<file path="src/rtl/mem_access_sequencer.sv">
// mem_access_sequencer
// Turns a single-cycle valid/ready request from the CPU MEM stage into a
// timed SRAM cycle: one setup cycle, a strobe of WAIT_CYCLES+1 cycles and one
// recovery cycle. Read data is captured at the end of the strobe and returned
// with a one-cycle resp_valid pulse. busy stalls the pipeline for the whole access.
module mem_access_sequencer #(
    parameter int WAIT_CYCLES = 1,   // extra strobe cycles beyond the first (0..15)
    parameter int ADDR_W      = 16,
    parameter int DATA_W      = 16
) (
    input  logic              clk,
    input  logic              rst,            // asynchronous, active low
    input  logic              req_valid,
    input  logic              req_write,
    input  logic [ADDR_W-1:0] req_addr,
    input  logic [DATA_W-1:0] req_wdata,
    output logic              req_ready,
    output logic              resp_valid,
    output logic [DATA_W-1:0] resp_rdata,
    output logic              busy,
    output logic [1:0]        mem_control,
    output logic [ADDR_W-1:0] mem_addr,
    output logic [DATA_W-1:0] mem_dataWrite,
    input  logic [DATA_W-1:0] mem_dataRead
);

    typedef enum logic [1:0] {
        S_IDLE    = 2'd0,
        S_SETUP   = 2'd1,
        S_ACCESS  = 2'd2,
        S_RECOVER = 2'd3
    } state_t;

    localparam logic [1:0] CTL_IDLE  = 2'b00;
    localparam logic [1:0] CTL_WRITE = 2'b01;
    localparam logic [1:0] CTL_READ  = 2'b10;

    // Strobe-length reload value; a 4-bit counter covers the 0..15 range.
    localparam logic [3:0] WAIT_LD = 4'(WAIT_CYCLES);

    state_t              state_q, state_d;
    logic [3:0]          cnt_q, cnt_d;
    logic                write_q, write_d;
    logic [ADDR_W-1:0]   addr_q, addr_d;
    logic [DATA_W-1:0]   wdata_q, wdata_d;
    logic [DATA_W-1:0]   rdata_q, rdata_d;
    logic [1:0]          ctl_q, ctl_d;
    logic                resp_valid_q, resp_valid_d;

    // State and registered outputs; reset forces the bus idle immediately.
    always_ff @(posedge clk or negedge rst) begin
        if (!rst) begin
            state_q      <= S_IDLE;
            cnt_q        <= 4'd0;
            write_q      <= 1'b0;
            addr_q       <= '0;
            wdata_q      <= '0;
            rdata_q      <= '0;
            ctl_q        <= CTL_IDLE;
            resp_valid_q <= 1'b0;
        end else begin
            state_q      <= state_d;
            cnt_q        <= cnt_d;
            write_q      <= write_d;
            addr_q       <= addr_d;
            wdata_q      <= wdata_d;
            rdata_q      <= rdata_d;
            ctl_q        <= ctl_d;
            resp_valid_q <= resp_valid_d;
        end
    end

    // Next-state logic; outputs are derived from the next state so they register cleanly.
    always_comb begin
        state_d = state_q;
        cnt_d   = cnt_q;
        write_d = write_q;
        addr_d  = addr_q;
        wdata_d = wdata_q;
        rdata_d = rdata_q;

        case (state_q)
            S_IDLE: begin
                if (req_valid) begin
                    write_d = req_write;
                    addr_d  = req_addr;
                    wdata_d = req_wdata;
                    state_d = S_SETUP;
                end
            end
            S_SETUP: begin
                cnt_d   = WAIT_LD;
                state_d = S_ACCESS;
            end
            S_ACCESS: begin
                if (cnt_q == 4'd0) begin
                    // Last strobe cycle: read data is valid on the bus now.
                    if (!write_q) begin
                        rdata_d = mem_dataRead;
                    end
                    state_d = S_RECOVER;
                end else begin
                    cnt_d = cnt_q - 4'd1;
                end
            end
            S_RECOVER: begin
                state_d = S_IDLE;
            end
            default: begin
                state_d = S_IDLE;
            end
        endcase

        // Strobe only while in ACCESS; SETUP/RECOVER/IDLE keep the bus at 00,
        // so a read strobe and a write strobe are never adjacent.
        ctl_d        = (state_d == S_ACCESS) ? (write_q ? CTL_WRITE : CTL_READ) : CTL_IDLE;
        resp_valid_d = (state_d == S_RECOVER);
    end

    assign req_ready     = (state_q == S_IDLE);
    assign busy          = (state_q != S_IDLE);
    assign resp_valid    = resp_valid_q;
    assign resp_rdata    = rdata_q;
    assign mem_control   = ctl_q;
    assign mem_addr      = addr_q;
    assign mem_dataWrite = wdata_q;

endmodule

</file>
<file path="config.mk">
export PLATFORM = sky130hd
export DESIGN_NAME = mem_access_sequencer
export DESIGN_NICKNAME = d
export VERILOG_FILES = /design/src/rtl/mem_access_sequencer.sv
export SDC_FILE = /design/constraint.sdc
export NUM_CORES = 1
export LEC_CHECK = 0
export ABC_AREA = 0
export ABC_CLOCK_PERIOD_IN_PS = 1940
export CORE_MARGIN = 2
export CORE_UTILIZATION = 37
export DETAILED_ROUTE_END_ITERATION = 6
export PLACE_DENSITY = 0.82
export RECOVER_POWER = 25
export SLEW_MARGIN = 20
export SYNTH_ARGS = -nofsm -noshare
export SYNTH_HDL_FRONTEND = slang
export SYNTH_SLANG_ARGS = --single-unit
</file>
<file path="constraint.sdc">
create_clock -name clk -period 1.94 [get_ports clk]
set_clock_uncertainty 0.2 [all_clocks]
set_input_delay 0.194 -clock clk [delete_from_list [all_inputs] [get_ports clk]]
set_output_delay 0.194 -clock clk [all_outputs]
set_load 0.05 [all_outputs]
</file>
==> impl_results.rst <==
.. list-table::
   :header-rows: 1

   * - Metric
     - Value
   * - Max Clk Rate
     - around 0.53 GHz
   * - Share of synthesized cell area in full adder, half adder and majority cells
     - about 2.7%
   * - Final HPWL from detailed placement
     - ~3700 um
   * - Initial core utilization
     - 37.8%
   * - Clk_lat worst skew
     - 0.32 ns
   * - Fill cell total of the finished layout
     - 492
   * - Number of buffers and inverters on the critical path
     - 1
   * - Post-detailed-route wirelength per cell
     - approximately 14 um
   * - Clock Pin Slew Worst Setup and Hold Paths
     - 0.07 ns
   * - Global route total overflow
     - 0
   * - Final antenna diode count
     - 0
   * - Register area share after synthesis
     - around 62%
   * - Die height
     - approximately 84 um
   * - Crit-path leading delay family
     - buffers and inverters
   * - Htree depth
     - 3
   * - Portion of netlist area occupied by mux cells
     - 25.0%
   * - Period Utilization, post-route
     - between 90% and 100%
   * - Row cnt
     - 29
   * - Post-Synth XOR/XNOR Area
     - 0.372%
   * - Largest incremental delay on the critical path
     - 0.82 ns
   * - Commonest non-fill, non-tap cells in the layout
     - sky130_fd_sc_hd__clkdlybuf4s50_1 (95), sky130_fd_sc_hd__dfrtp_1 (58), sky130_fd_sc_hd__mux2_2 (39), sky130_fd_sc_hd__clkbuf_8 (13), sky130_fd_sc_hd__mux2_4 (10)
   * - Antenna violations before repair
     - 0
   * - Worst Setup Start Kind
     - register
   * - Number of buffers on the longest clock path
     - 2
   * - Pin count of the biggest net entering global routing
     - 34
   * - Worst Tran Pin Value
     - 0.650 ns
   * - Detailed-route via count
     - between 1500 and 2000
   * - Die ar.
     - approximately 7000 um^2
   * - Detailed-router iteration count before antenna repair
     - 4
   * - Worst setup path class
     - register to output pin
   * - Fin crit period
     - 1.90 ns
   * - Cell variety after synth
     - 24
   * - Result of the run
     - finished, final reports clean
   * - Capturing point of the worst reg2reg path
     - resp_rdata[9]
   * - Post-synthesis simple-gate area fraction
     - roughly 5.6%
   * - Reg-to-reg slack, setup
     - 0.07 ns
   * - GRT Total Usage
     - between 10% and 20%
   * - Final Net Count
     - 327
   * - Number of maximum-capacitance violations
     - 0
   * - IO Port Bufs
     - 104
   * - Max_slew headroom
     - 56.7%
   * - Slowest cell on the critical path
     - sky130_fd_sc_hd__clkdlybuf4s50_1
   * - Post-Syn Area
     - 2360 um^2
   * - Global-route wire length before repair
     - 8460 um
   * - Syn Nets
     - 207
   * - Drt first-iter violations
     - 105
   * - Startpoint of the lowest-slack register-to-register path
     - state_q[0]
   * - Final setup violation count
     - 0
   * - Area of the placeable core
     - 6240 um^2
   * - Utilization after layout
     - 61.0%
   * - Placer's final routability congestion estimate
     - 0.765
   * - Clock tree from TritonCTS
     - yes
   * - Horizontal extent of the die
     - 83.8 um
   * - Total wirelength of the detailed-routed design
     - between 5000 and 6000 um
   * - Worst path required time
     - 1.55 ns
   * - Cell at the root of the clock tree
     - sky130_fd_sc_hd__clkbuf_8
   * - Cell Chain, Critical Path
     - clkdlybuf4s50_1
   * - Complex-gate fraction of the synthesized area
     - ~2.0%
   * - Length in cells of the worst reg-to-reg path
     - 6
   * - Gate Count Post-Synth
     - 150
   * - Routed via count divided by cell count
     - 4.69
   * - Synth Register Bits
     - 58
   * - Final hold violations
     - 0
   * - Worst Hold Class
     - input pin to asynchronous set/reset pin
   * - Avg Synthesized Cell Area
     - around 16 um^2
   * - Share of final-layout standard cells stronger than drive strength 1
     - between 20 and 30%
   * - Most common cell after layout, fill and taps aside
     - sky130_fd_sc_hd__clkdlybuf4s50_1
   * - Post-route antenna net violation count
     - 0
   * - Crit. End Element
     - output pin
   * - Number of clock sinks seen by CTS
     - 58
   * - Post-route DRC violation count
     - 0
   * - Number of global-route vias before repair
     - 1718
   * - Signed area change from the synthesized netlist to the final layout
     - 61.5%
   * - Critical path peak fanout
     - 2
   * - Final number of max-transition violations
     - 0
   * - Dominant combinational cell family by area after synthesis
     - multiplexers
   * - Signal arrival time at the worst endpoint
     - 1.50 ns
   * - Cts bufs inserted
     - 9
   * - IO Pins
     - 105
   * - YS warnings
     - 0
==> synth_stat cells <==
library cell                count  share of area (%)
sky130_fd_sc_hd__dfrtp_1       58                 62
sky130_fd_sc_hd__mux2_2        39                 19
sky130_fd_sc_hd__mux2_4        10                6.4
sky130_fd_sc_hd__ha_1           5                2.7
sky130_fd_sc_hd__inv_1          5               0.80
sky130_fd_sc_hd__nand2_1        4               0.64
sky130_fd_sc_hd__nor2_1         4               0.64
sky130_fd_sc_hd__buf_2          3               0.64
sky130_fd_sc_hd__o21ai_0        3               0.64
sky130_fd_sc_hd__a21oi_1        2               0.42
sky130_fd_sc_hd__nand2b_1       2               0.53
sky130_fd_sc_hd__nor3_1         2               0.42
sky130_fd_sc_hd__nor3b_1        2               0.64
sky130_fd_sc_hd__and2_1         1               0.27
sky130_fd_sc_hd__buf_12         1               0.85
sky130_fd_sc_hd__buf_6          1               0.48
sky130_fd_sc_hd__nand3_1        1               0.21
sky130_fd_sc_hd__nand4bb_4      1                1.2
sky130_fd_sc_hd__nor2_8         1               0.85
sky130_fd_sc_hd__nor2b_1        1               0.27
sky130_fd_sc_hd__o211ai_1       1               0.32
sky130_fd_sc_hd__o22ai_1        1               0.27
sky130_fd_sc_hd__o2bb2ai_1      1               0.37
sky130_fd_sc_hd__xnor2_1        1               0.37
==> metrics by stage <==
stage / cell area [um^2] / cells / hold WS (ns) / TNS, ns / worst slack, ns
after floorplan: 2360 / 150 / -0.302 / 0 / 0.108
after global placement: 3510 / 329 / 0.0368 / 0 / 0.0523
after detailed placement: 3510 / 329 / 0.0404 / 0 / 0.0105
after CTS: 3740 / 346 / 0.212 / 0 / 0.00517
after global routing: 3810 / 352 / 0.252 / -0.0146 / -0.00535
final: 3810 / 352 / 0.219 / 0 / 0.0439
==> flip-flops by register name (all words and copies together), names as in the netlist <==
signal,flops
state_q,2
write_q,1
mem_dataWrite,16
resp_rdata,16
resp_valid,1
mem_control,2
cnt_q,4
mem_addr,16
==> metal layers <==
| layer | track usage (%) | up-vias | part of all wire, % |
|---|---|---|---|
| li1 | - | 761 | - |
| met3 | 5.64 | 6 | 6.9 |
| met2 | 24.4 | 55 | 52 |
| met4 | 7.48 | 0 | 1.1 |
| met1 | 19.0 | 830 | 40 |
| met5 | 0 | - | 0 |
==> final cells by class <==
cell class / count / area, um^2 / area share, %
inverters: 5 / 18.8 / 0.493
well taps: 77 / 96.3 / 2.53
clock buffers: 15 / 186 / 4.90
multi-input cells: 82 / 856 / 22.5
repair buffers: 114 / 1170 / 30.7
flip-flops and latches: 58 / 1450 / 38.1
clock inverters: 1 / 30.0 / 0.789
==> worst max path at each step <==
| stage | startpoint | to | slack [ns] | depth (start not counted) |
|---|---|---|---|---|
| detailed placement | cnt_q[0] | resp_rdata[1] | 0.01 | 5 |
| finish | resp_rdata[14] | resp_rdata[14] | 0.04 | 1 |
| global placement | cnt_q[0] | resp_rdata[0] | 0.05 | 5 |
| floorplan | state_q[0] | mem_addr[0] | 0.11 | 5 |
| CTS | cnt_q[0] | resp_rdata[15] | 0.005 | 5 |
| global route | cnt_q[0] | resp_rdata[5] | -0.005 | 6 |
==> cell families after synthesis <==
group	Yosys count
flops	58
mux	49
simple gates	19
buf+inv	10
compound gates	8
fa+ha+maj	5
xor+xnor	1
==> what timing repair did <==
| action | in CTS | in global routing |
|---|---|---|
| hold endpoints to repair | 25 | 0 |
| hold buffers | 1 | 0 |
| setup buffers | 0 | 6 |
| setup endpoints to repair | 0 | 21 |
| gates resized for setup | 0 | 7 |
Power is left out: the tool's default activity adds up to more than one toggle a clock period on the data nets, which glitch-free logic cannot reach.
